## src/rtl/digit_glyph_mem.sv

```systemverilog
// digit_glyph_mem
//   MM:SS timer with a per-frame snapshot, and procedurally rendered
//   7-segment 32x32 digit glyphs served one line per request.
//
//   Build option: define LEADING_ZERO_BLANK_EN to blank the minute digit
//   while it reads 0. Seconds digits are never blanked.
//
//   Ports
//     clk_mem      in   1   system clock, rising edge
//     rst_mem      in   1   synchronous reset, active low
//     tick_1hz     in   1   one-second pulse, counts when run_tmr=1
//     run_tmr      in   1   1 = count, 0 = hold
//     clr_tmr      in   1   synchronous clear to 0:00 (beats tick_1hz)
//     frame_start  in   1   copies the timer into the display registers
//     digit_sel    in   2   01 = sec, 10 = ten_sec, 11 = min, 00 = none
//     en_mem       in   1   read request strobe
//     line_sel     in   5   glyph line 0..31, 0 = top
//     line_buffer  out  32  glyph line, bit 31 = leftmost column
//     rd_valid     out  1   line_buffer holds the answer to last cycle's request
//     tmr_wrap     out  1   one-cycle pulse on MAX_MIN:59 -> 0:00
module digit_glyph_mem #(
   parameter int unsigned SEG_T    = 4,
   parameter int unsigned MID_LINE = 14,
   parameter int unsigned MAX_MIN  = 9
) (
   input  logic        clk_mem,
   input  logic        rst_mem,
   input  logic        tick_1hz,
   input  logic        run_tmr,
   input  logic        clr_tmr,
   input  logic        frame_start,
   input  logic [1:0]  digit_sel,
   input  logic        en_mem,
   input  logic [4:0]  line_sel,
   output logic [31:0] line_buffer,
   output logic        rd_valid,
   output logic        tmr_wrap
);

   logic [3:0]  tmr_min, tmr_ten, tmr_sec;
   logic [3:0]  disp_min, disp_ten, disp_sec;
   logic        step;
   logic        sec_last, ten_last, min_last;
   logic [3:0]  rd_digit;
   logic        rd_blank;
   logic [31:0] rd_line;

   // Segment bits are ordered {A,B,C,D,E,F,G}.
   function automatic logic [31:0] glyph(input logic [3:0] d, input logic [4:0] l);
      logic [6:0]  s;
      logic [31:0] row;
      int unsigned li;
      logic        left, mid, right, on;
      case (d)
         4'd0:    s = 7'b1111110;
         4'd1:    s = 7'b0110000;
         4'd2:    s = 7'b1101101;
         4'd3:    s = 7'b1111001;
         4'd4:    s = 7'b0110011;
         4'd5:    s = 7'b1011011;
         4'd6:    s = 7'b1011111;
         4'd7:    s = 7'b1110000;
         4'd8:    s = 7'b1111111;
         4'd9:    s = 7'b1111011;
         default: s = '0;
      endcase
      li  = 32'(l);
      row = '0;
      for (int unsigned c = 0; c < 32; c++) begin
         left  = (c < SEG_T);
         right = (c >= 32 - SEG_T);
         mid   = !left && !right;
         on = (s[6] && mid   && li < SEG_T)
           || (s[0] && mid   && li >= MID_LINE && li < MID_LINE + SEG_T)
           || (s[3] && mid   && li >= 32 - SEG_T)
           || (s[1] && left  && li < MID_LINE + SEG_T)
           || (s[5] && right && li < MID_LINE + SEG_T)
           || (s[2] && left  && li >= MID_LINE)
           || (s[4] && right && li >= MID_LINE);
         row[5'(31 - c)] = on;
      end
      return row;
   endfunction

   assign step     = tick_1hz && run_tmr;
   assign sec_last = (tmr_sec == 4'd9);
   assign ten_last = (tmr_ten == 4'd5);
   assign min_last = (tmr_min == 4'(MAX_MIN));

   always_ff @(posedge clk_mem) begin
      if (!rst_mem) begin
         tmr_min  <= '0;
         tmr_ten  <= '0;
         tmr_sec  <= '0;
         tmr_wrap <= 1'b0;
      end else if (clr_tmr) begin
         tmr_min  <= '0;
         tmr_ten  <= '0;
         tmr_sec  <= '0;
         tmr_wrap <= 1'b0;
      end else begin
         tmr_wrap <= step && sec_last && ten_last && min_last;
         if (step) begin
            if (!sec_last) begin
               tmr_sec <= tmr_sec + 4'd1;
            end else begin
               tmr_sec <= '0;
               if (!ten_last) begin
                  tmr_ten <= tmr_ten + 4'd1;
               end else begin
                  tmr_ten <= '0;
                  tmr_min <= min_last ? '0 : tmr_min + 4'd1;
               end
            end
         end
      end
   end

   // Captures the pre-update timer, so a tick on the same edge shows next frame.
   always_ff @(posedge clk_mem) begin
      if (!rst_mem) begin
         disp_min <= '0;
         disp_ten <= '0;
         disp_sec <= '0;
      end else if (frame_start) begin
         disp_min <= tmr_min;
         disp_ten <= tmr_ten;
         disp_sec <= tmr_sec;
      end
   end

   always_comb begin
      rd_digit = '0;
      rd_blank = 1'b1;
      case (digit_sel)
         2'b01: begin rd_digit = disp_sec; rd_blank = 1'b0; end
         2'b10: begin rd_digit = disp_ten; rd_blank = 1'b0; end
         2'b11: begin
            rd_digit = disp_min;
`ifdef LEADING_ZERO_BLANK_EN
            rd_blank = (disp_min == 4'd0);
`else
            rd_blank = 1'b0;
`endif
         end
         default: begin rd_digit = '0; rd_blank = 1'b1; end
      endcase
      rd_line = rd_blank ? '0 : glyph(rd_digit, line_sel);
   end

   always_ff @(posedge clk_mem) begin
      if (!rst_mem) begin
         line_buffer <= '0;
         rd_valid    <= 1'b0;
      end else begin
         rd_valid <= en_mem;
         if (en_mem) begin
            line_buffer <= rd_line;
         end
      end
   end

endmodule
```

## config.mk

```make
export PLATFORM = sky130hd
export DESIGN_NAME = digit_glyph_mem
export DESIGN_NICKNAME = d
export VERILOG_FILES = /design/src/rtl/digit_glyph_mem.sv
export SDC_FILE = /design/constraint.sdc
export NUM_CORES = 1
export LEC_CHECK = 0
export BUFFER_PORTS_ARGS = -buffer_cell sky130_fd_sc_hd__buf_2
export CORE_MARGIN = 10
export CORE_UTILIZATION = 48
export DETAILED_ROUTE_END_ITERATION = 8
export PLACE_DENSITY = 0.76
export SYNTH_ARGS = -nofsm -noshare
export SYNTH_HDL_FRONTEND = slang
export SYNTH_SLANG_ARGS = --single-unit
export TNS_END_PERCENT = 50
```

## constraint.sdc

```tcl
create_clock -name clk_mem -period 2.15 [get_ports clk_mem]
set_input_delay 0.5375 -clock clk_mem [delete_from_list [all_inputs] [get_ports clk_mem]]
set_output_delay 0.5375 -clock clk_mem [all_outputs]
set_load 0.05 [all_outputs]
```

==> flow_metrics.tcl <==
set metrics [dict create \
    outcome "finished, final reports clean" \
    drt_pre_antenna_iters 4 \
    dp.cells 275 \
    insertion_delay_ns 0.29 \
    ys_top_cells_by_count "buf_4, dfxtp_1, nor2_1" \
    vias 1533 \
    synth_top_family_by_area "simple AND/OR/NAND/NOR gates" \
    rows 22 \
    min_period_over_period 0.921 \
    power_density_mw_per_mm2 697 \
    synthArstFlopShare 0 \
    core-area_sq_mm 0.00372 \
    ys_seq_area_frac 0.310 \
    ys_ff_latch 29 \
    syn_area_per_cell_sq_um 9.00 \
    drtAntennaViolNets 0 \
    setup.worst_path.class "in -> reg" \
    p_leak_nw 0.992 \
    cts_setup_buffers 0 \
    drive_gt1_frac 0.353 \
    synth_top_area_share 0.310 \
    start_util 0.504 \
    grt_pass1_wl_mm 6.58 \
    cp_max_fo 4 \
    hold_viol 0 \
    synth.area.mux_share 0.114 \
    grt_use_total 0.123 \
    synth_xor_area_frac 0.0140 \
    netlist_instances 208 \
    synth-simple-area-share 0.198 \
    place_congestion 0.903 \
    synth_fp_nets 226 \
    io_buffers 46 \
    endpoint_kind "register" \
    clock_path_buffers 2 \
    drv_cap 0 \
    crit_arrival_ns 2.20 \
    ctsRootBufferMaster "clkbuf_8" \
    ys_warn_count 0 \
    die_w_um 82.4 \
    die-area_sq_mm 0.00680 \
    clock.fmax_ghz 0.505 \
    antenna_found_initial 0 \
    grt_max_degree 26 \
    synthAdderAreaFrac 0.0267 \
    synth_cell_type_count 59 \
    syn2layout_area_growth_pct 13.7 \
    drc_errors 0 \
    drt_wl_total_mm 3.97 \
    fin_crit_ns 1.98 \
    cp-start-kind "primary input" \
    clk_pin_slew_ns 0.06 \
    antenna_cells 0 \
    synth.area.top_cells "dfxtp_1, buf_4, mux2i_1" \
    crit_required_ns 2.36 \
    grt.overflow.total 0 \
    tightestPinTransition_ns 0.533 \
    via_per_inst 5.42 \
    die-height_um 82.4 \
    synth_compound_area_frac 0.186 \
    synth_edf_count 0 \
    slew_violations 0 \
    setup_viol 0 \
    hp-class "reg -> reg" \
    max-vdd-ir-drop_mv 0.386 \
    r2r_slack_ns 0.27 \
    maxSlewHeadroom 0.644 \
    io_pins 48 \
    final_nets 252 \
    cts_resized 0 \
    drt_iter0_drc 34 \
    synth.cell_area_sq_mm 0.00187 \
    finalSetupTns_ns 0 \
    clock_sinks 29 \
    htreeDepth 2 \
    place_ws_ns -0.122 \
    holdBufCountCts 0 \
    yosysTopAreaCell "dfxtp_1" \
    cts_buffers 5 \
    rsz0062_at_grt "no" \
    cts_tree "done" \
    finClkSkew_ns 0.00688 \
    hpwl_mm 3.11 \
    grt_pass1_vias 1392 \
    fin_cells 283 \
    wl_per_cell_um 14.0 \
    synthFlopType "dfxtp_1" \
    setup_slack_ns 0.170 \
    hold_ws_ns 0.495 \
    fillCellCount 332 \
]
-- worst max-delay path: stages --
cell      delay, ns
buf_2          0.13
mux2_4         0.33
a22oi_2        0.21
inv_2          0.08
ha_4           0.17
and2_1         0.15
a22o_1         0.18
a2111o_1       0.29
a31oi_1        0.12
-- registers in the layout, summed over array words and instances (netlist names) --
signal and flops:
line_buffer 3, tmr_sec 4, tmr_wrap 1, tmr_ten 4
disp_min 4, rd_valid 1, disp_ten 4, tmr_min 4
disp_sec 4
-- metrics by stage --
step | power [mW] | util | area, sq um
floorplan | 0.796 | - | 1900
global placement | 0.817 | 0.537 | 1990
detailed placement | 0.819 | 0.537 | 1990
global route | 1.53 | 0.573 | 2130
finish | 1.48 | 0.573 | 2130
CTS | 1.50 | 0.573 | 2130
-- cell type report --
cell class / count / area [sq um] / area share
sequential: 29 / 581 / 0.273
multi-input combinational: 135 / 1030 / 0.484
timing repair buffer: 54 / 290 / 0.136
inverter: 9 / 33.8 / 0.0159
clock inverter: 3 / 65.1 / 0.0306
clock buffer: 5 / 68.8 / 0.0323
tap: 48 / 60.1 / 0.0282
-- layout by cell type (no fill, tap or decap), types with 3 or more instances in the layout --
cell,synthesis,layout
a21oi_1,11,11
a221oi_2,3,3
a31oi_1,4,4
buf_2,1,46
buf_4,29,8
clkbuf_8,0,5
dfxtp_1,29,29
ha_1,4,3
inv_1,8,8
mux2_4,2,3
mux2i_1,15,15
nand2_1,7,7
nand3_1,3,3
nand3b_1,3,3
nand4_1,4,4
nor2_1,17,17
nor2b_1,5,5
nor3b_1,3,3
o21ai_0,6,6
xor2_1,3,3
-- report_power, final --
group          switching (mW)  total, mW  internal (mW)
Combinational           0.191      0.253         0.0622
Sequential            0.00854      0.552          0.544
Clock                   0.218      0.678          0.460
Total                   0.417       1.48           1.07
-- path summary, 6_finish.rpt --
path           startpoint              end  cells past startpoint
max          digit_sel[0]  line_buffer[30]                      9
max reg2reg   disp_ten[1]  line_buffer[30]                      8
min           disp_min[0]      disp_min[0]                      2
min reg2reg   disp_min[0]      disp_min[0]                      2
-- routing by layer --
layer / routed length (um) / vias to the layer above / part of all wire / GRT usage
met3: 384 / 10 / 0.097 / 0.0367
met1: 1730 / 701 / 0.43 / 0.152
met5: 0 / - / 0 / 0
li1: - / 777 / - / -
met4: 81 / 0 / 0.020 / 0.0646
met2: 1780 / 45 / 0.45 / 0.190
-- kinds of logic after synthesis --
kind of cell | count (synthesis)
buf+inv | 44
compound gates | 46
fa+ha+maj | 4
flops | 29
simple gates | 62
mux | 20
xor+xnor | 3
Note: power is estimated with default switching activity, not from simulation.
